[src/rtl/usb_reg_pkg.sv]
// ---------------------------------------------------------------------------
// usb_reg_pkg
// Shared definitions for the 8-bit parallel USB register bus responder.
//   - responder FSM state encoding
//   - default address split (total width / byte-index width)
// The REG_* register address map lives in the project defines and is not
// duplicated here.
// ---------------------------------------------------------------------------
package usb_reg_pkg;

    // Default total USB address width and the low bits that index a byte
    // within a register.
    localparam int ADDR_WIDTH_DEFAULT   = 21;
    localparam int BYTECNT_SIZE_DEFAULT = 7;

    // Responder FSM states.
    typedef enum logic [1:0] {
        IDLE       = 2'd0,
        WR_STROBE  = 2'd1,
        RD_CAPTURE = 2'd2,
        HOLD       = 2'd3
    } state_e;

endpackage : usb_reg_pkg

[src/rtl/usb_reg_responder.sv]
// ---------------------------------------------------------------------------
// usb_reg_responder
// Target-side responder for the CW305 8-bit parallel USB register bus.
// Every falling edge of nCS starts exactly one byte access, which is turned
// into a single-cycle reg_write or reg_read strobe towards the register bank.
// Read data is captured into usb_dout and held until the next read.
//
// Ports
//   usb_clk        bus clock, rising edge
//   reset          synchronous active-high reset
//   usb_din        byte from the data pad
//   usb_dout       byte to the data pad (held between reads)
//   usb_isout      pad output enable, 1 = FPGA drives the bus
//   usb_addr       host address {register, byte index}
//   usb_rdn        read strobe, active low
//   usb_wrn        write strobe, active low
//   usb_cen        chip select, active low
//   reg_address    register select
//   reg_bytecnt    byte index within the register
//   reg_addrvalid  high while nCS is low
//   reg_datai      read data from the register bank (combinational)
//   reg_datao      captured write data
//   reg_write      one-cycle write strobe
//   reg_read       one-cycle read strobe
//   proto_err      sticky flag: nRD and nWE both low at access start
// ---------------------------------------------------------------------------
module usb_reg_responder
    import usb_reg_pkg::*;
#(
    parameter  int pADDR_WIDTH   = ADDR_WIDTH_DEFAULT,
    parameter  int pBYTECNT_SIZE = BYTECNT_SIZE_DEFAULT,
    localparam int pREG_WIDTH    = pADDR_WIDTH - pBYTECNT_SIZE
) (
    input  logic                     usb_clk,
    input  logic                     reset,
    input  logic [7:0]               usb_din,
    output logic [7:0]               usb_dout,
    output logic                     usb_isout,
    input  logic [pADDR_WIDTH-1:0]   usb_addr,
    input  logic                     usb_rdn,
    input  logic                     usb_wrn,
    input  logic                     usb_cen,
    output logic [pREG_WIDTH-1:0]    reg_address,
    output logic [pBYTECNT_SIZE-1:0] reg_bytecnt,
    output logic                     reg_addrvalid,
    input  logic [7:0]               reg_datai,
    output logic [7:0]               reg_datao,
    output logic                     reg_write,
    output logic                     reg_read,
    output logic                     proto_err
);

    state_e                 state_q;
    logic                   cs_q;
    logic [7:0]             usb_dout_q;
    logic [7:0]             reg_datao_q;
    logic [pADDR_WIDTH-1:0] wr_addr_q;
    logic                   reg_write_q;
    logic                   reg_read_q;
    logic                   proto_err_q;
    logic                   start;

    // Falling edge of nCS. cs_q resets to 0 ("asserted") so that an access
    // interrupted by reset needs a fresh nCS cycle before anything happens.
    assign start = cs_q & ~usb_cen;

    always_ff @(posedge usb_clk) begin
        if (reset) begin
            state_q     <= IDLE;
            cs_q        <= 1'b0;
            usb_dout_q  <= 8'h00;
            reg_datao_q <= 8'h00;
            wr_addr_q   <= '0;
            reg_write_q <= 1'b0;
            reg_read_q  <= 1'b0;
            proto_err_q <= 1'b0;
        end else begin
            cs_q        <= usb_cen;
            reg_write_q <= 1'b0;
            reg_read_q  <= 1'b0;
            case (state_q)
                // HOLD also accepts a start so that a one-cycle nCS-high gap
                // is enough between back-to-back accesses.
                IDLE, HOLD: begin
                    if (start) begin
                        if (!usb_wrn && usb_rdn) begin
                            reg_datao_q <= usb_din;
                            wr_addr_q   <= usb_addr;
                            reg_write_q <= 1'b1;
                            state_q     <= WR_STROBE;
                        end else if (!usb_rdn && usb_wrn) begin
                            usb_dout_q  <= reg_datai;
                            reg_read_q  <= 1'b1;
                            state_q     <= RD_CAPTURE;
                        end else if (!usb_rdn && !usb_wrn) begin
                            proto_err_q <= 1'b1;
                            state_q     <= HOLD;
                        end else begin
                            state_q     <= HOLD;
                        end
                    end else if (state_q == HOLD && usb_cen) begin
                        state_q <= IDLE;
                    end
                end
                WR_STROBE:  state_q <= HOLD;
                RD_CAPTURE: state_q <= HOLD;
                default:    state_q <= IDLE;
            endcase
        end
    end

    // During the write strobe the bank sees the address captured with the
    // data; otherwise it follows the live bus so read data can be looked up
    // combinationally in the start cycle.
    always_comb begin
        reg_address = usb_addr[pADDR_WIDTH-1:pBYTECNT_SIZE];
        reg_bytecnt = usb_addr[pBYTECNT_SIZE-1:0];
        if (state_q == WR_STROBE) begin
            reg_address = wr_addr_q[pADDR_WIDTH-1:pBYTECNT_SIZE];
            reg_bytecnt = wr_addr_q[pBYTECNT_SIZE-1:0];
        end
    end

    assign reg_addrvalid = ~usb_cen;
    assign usb_isout     = ~reset & ~usb_rdn & usb_wrn;
    assign usb_dout      = usb_dout_q;
    assign reg_datao     = reg_datao_q;
    assign reg_write     = reg_write_q;
    assign reg_read      = reg_read_q;
    assign proto_err     = proto_err_q;

endmodule : usb_reg_responder

[config.mk]
export PLATFORM = sky130hd
export DESIGN_NAME = usb_reg_responder
export DESIGN_NICKNAME = d
export VERILOG_FILES = /design/src/rtl/usb_reg_pkg.sv /design/src/rtl/usb_reg_responder.sv
export SDC_FILE = /design/constraint.sdc
export NUM_CORES = 1
export LEC_CHECK = 0
export ABC_CLOCK_PERIOD_IN_PS = 2000
export CAP_MARGIN = 5
export CELL_PAD_IN_SITES_DETAIL_PLACEMENT = 1
export CELL_PAD_IN_SITES_GLOBAL_PLACEMENT = 2
export CORE_ASPECT_RATIO = 1.2
export CORE_MARGIN = 1
export CORE_UTILIZATION = 23
export CTS_BUF_LIST = sky130_fd_sc_hd__clkbuf_4 sky130_fd_sc_hd__clkbuf_8 sky130_fd_sc_hd__clkbuf_16
export DETAILED_ROUTE_END_ITERATION = 16
export GPL_ROUTABILITY_DRIVEN = 0
export HOLD_SLACK_MARGIN = 0.06
export PLACE_DENSITY_LB_ADDON = 0.1
export SLEW_MARGIN = 40
export SYNTH_ARGS = -nofsm -noshare
export SYNTH_HDL_FRONTEND = slang
export SYNTH_SLANG_ARGS = --single-unit
[constraint.sdc]
create_clock -name usb_clk -period 2 [get_ports usb_clk]
set_clock_uncertainty 0.1 [all_clocks]
set_input_delay 0.4 -clock usb_clk [delete_from_list [all_inputs] [get_ports usb_clk]]
set_output_delay 0.4 -clock usb_clk [all_outputs]
set_load 0.01 [all_outputs]
==> metrics.md, run 1 <==
| Metric | Value |
|---|---|
| Status | `finished, violations left` |
| Failing checks | `negative setup slack` |
| CP max FO | `7` |
| DR DRC count | `0` |
| Worst path cell trace | `inv_2, ha_4, buf_12, buf_12, mux2_4, buf_6` |
| Peak supply drop | `around 0.00032 V` |
| Die ar. | `a little under 9000 um^2` |
| Highest Clock Rate | `between 400 and 500 MHz` |
| DP Area | `~3000 um^2` |
| Setup TNS | `-303 ps` |
| Compound-Gate Fraction of Synth Area | `8.32%` |
| Layout cells sized above 1 | `24.2%` |
| CTS H-tree depth | `2` |
| Worst path buffer plus inverter count | `4` |
| I/O pins | `84` |
| Crit path max-delay family | `buffers and inverters` |
| Initial Util | `a little under a quarter` |
| Post-synth cell types | `24` |
| Wirelength per Cell | `between 10 and 15 um` |
| WP depth | `6` |
| RSZ-0062 raised after global routing | `yes` |
| Final Cell Area | `3270 um^2` |
| CP max-delay cell | `dfxtp_2` |
| Pre-CTS setup slack | `-141 ps` |
| WP data arrival | `1530 ps` |
| Cell repeated most along the worst path | `buf_12` |
| Port buffer count | `between 80 and 90` |
| Vias | `1811` |
| Synth Register Bits | `between 40 and 50` |
| Max Slew Vio Count | `0` |
| # nets final | `approximately 370` |
| Final Cycle Share | `101%` |
| Post-synthesis mux area share | `16.7%` |
| Placed cells | `around 420` |
| CTS max path bufs | `2` |
| GRT Resource Usage Total | `approximately 12%` |
| Grt total ovfl | `0` |
| Ant diodes | `0` |
| Die Wd | `86.2 um` |
| Critical path's largest stage delay | `340 ps` |
| Syn_nets | `between 200 and 300` |
| Pwr/cell area | `894 nW/um^2` |
| Largest net degree at the start of global routing | `52` |
| Drt first pass iters | `4` |
| First-pass GRT wire length | `around 8600 um` |
| Final-report hold violation count | `0` |
| Critical path capture point type | `primary output` |
| Clk root buf | `clkbuf_8` |
| Final worst slack | `-28.1 ps` |
| Finished Core Util | `around 40%` |
| Syn Std Cell Area | `1960 um^2` |
| Cells after Synth | `between 200 and 250` |
| Crit path time final | `2030 ps` |
| Type of origin of the critical path | `flop` |
| Dpl hpwl | `3610 um` |
| Kind of critical path | `flop to primary output` |
| Largest family of logic cells by synthesized area | `simple AND/OR/NAND/NOR gates` |
| CTS Buf Count | `5` |
| Post-synthesis simple-gate area fraction | `20.9%` |
| Max_slew headroom | `between 60% and 70%` |
| Vias in the first global route | `1850` |
| Placement Rows | `36` |
| Hold Crit Class | `flop to flop` |
| Vias/cell | `~4.2` |
| Synth warnings | `0` |
| Final Setup Violations | `14` |
| Tightest Pin Transition | `between 500 and 600 ps` |
| Layout area overhead | `67.4%` |
| 1st-iter DRT viols | `24` |
| TritonCTS Sinks | `43` |
| Clock slew at reported path FFs | `approximately 90 ps` |
| Critical Path RT | `around 1500 ps` |
| Leak | `approximately 0.0013 uW` |
| Final WL | `5350 um` |
| R2R cell count | `6` |
| Adder and majority gate portion of the synthesized area | `4.48%` |
| Max Cap Violations | `0` |
| Min-Delay Path Depth | `2` |
| Skew-Pair Late Insertion Delay | `between 200 and 300 ps` |
| Sequential element share of the synthesized area | `roughly 44%` |
| Core Region | `about 8000 um^2` |
| Number of antenna violations at the first check in global routing | `0` |
| Die H | `~100 um` |
| ANT nets after route | `0` |
| XOR/XNOR Fraction of Synth Area | `0%` |
| Non-Filler Instances | `around 430` |
| CTS tree | `yes` |
| Avg Cell Area, Syn | `a little under 9 um^2` |
## timing repair
action | in CTS | in global routing
endpoints found under the setup margin | 22 | 22
hold buffers | 0 | 0
resized for setup | 108 | 20
gates cloned | 1 | 0
pin swaps | 1 | 1
setup buffers | 1 | 1
## cells in the final DEF (no fill, tap or decap), drive strengths merged, types with 2 or more instances in the layout
master,n
a21oi,30
a31oi,2
buf,43
bufinv,2
clkbuf,6
clkdlybuf4s50,59
dfxtp,43
ha,7
inv,7
mux2,21
mux2i,9
nand2,60
nand2b,16
nand3,2
nor3b,2
## power breakdown
| group | internal [uW] | switching, uW |
|---|---|---|
| clock network | 513 | 304 |
| registers | 897 | 27.0 |
| logic | 762 | 425 |
## cell usage after synthesis
library cell	number	area share, %
nor3b_2	1	0.64
nor2_1	1	0.19
nand4b_1	1	0.45
or3b_1	1	0.45
nor3_1	1	0.26
buf_6	2	1.2
nand2_1	60	12
a21oi_1	30	7.7
nor4b_1	1	0.45
buf_2	4	1.0
and4b_1	1	0.51
nand2b_1	16	5.1
buf_1	2	0.38
mux2_2	21	12
dfxtp_1	43	44
nand3b_1	1	0.38
ha_1	7	4.5
nand3_1	2	0.51
inv_1	7	1.3
buf_4	3	1.2
nor3b_1	1	0.38
clkbuf_1	3	0.58
a31oi_1	2	0.64
mux2i_1	9	4.6
## layer usage
layer  vias to the layer above  share of wire (%)  GRT usage [%]
met3                         4                4.5           2.96
met4                         0                1.2           4.23
met2                        48                 50           22.2
li1                        915                  -              -
met1                       844                 44           14.5
met5                         -                  0              0
## cells by family after synthesis
logic type,Yosys count
adder cells (fa/ha/maj),7
buffers and inverters,21
AND/OR/NAND/NOR,87
flip-flops,43
AO/OA/AOI/OAI,32
multiplexers,30
## through the flow
stage | total power [uW] | hold slack (ps)
floorplan | 1370 | 333
global placement | 1860 | 335
detailed placement | 1860 | 346
CTS | 2870 | 361
global route | 3090 | 381
finish | 2930 | 358
## worst reg2reg max path: cells and delay by family, from the launching register on
| kind | cells | cell delay (ps) |
|---|---|---|
| fa+ha+maj | 1 | 280 |
| buf+inv | 2 | 250 |
| flops | 1 | 340 |
| mux | 1 | 210 |
| simple gates | 2 | 320 |
## registers in the layout (all words and copies together) (netlist names)
register and count:
reg_read 1, reg_write 1, proto_err 1, usb_dout 8, cs_q 1, state_q 2
wr_addr_q 21, reg_datao 8
## path summary, 6_finish.rpt
path | from | slack, ps | to
hold / removal | wr_addr_q[17] | 360 | wr_addr_q[17]
hold reg to reg | wr_addr_q[17] | 360 | wr_addr_q[17]
setup reg to reg | state_q[1] | 440 | usb_dout[2]
setup / recovery | state_q[1] | -30 | reg_address[6]
## area by class of cell
cell class / count / area (um^2)
fillers: 955 / 4920
repair buffers: 104 / 1060
multi-input cells: 156 / 1050
flip-flops and latches: 43 / 863
well taps: 114 / 143
clock buffers: 6 / 76.3
clock inverters: 2 / 60.1
inverters: 7 / 26.3
Power figures use the tool's default switching activity.
==> inputs of run 2 (changes only) <==
--- a/config.mk
+++ b/config.mk
@@ -6,7 +6,7 @@
 export NUM_CORES = 1
 export LEC_CHECK = 0
 export ABC_CLOCK_PERIOD_IN_PS = 2000
-export CAP_MARGIN = 5
+export CAP_MARGIN = 0
 export CELL_PAD_IN_SITES_DETAIL_PLACEMENT = 1
 export CELL_PAD_IN_SITES_GLOBAL_PLACEMENT = 2
 export CORE_ASPECT_RATIO = 1.2
==> results of run 2 <==
The final DEF is identical to that of run 1; final timing and power are the same.
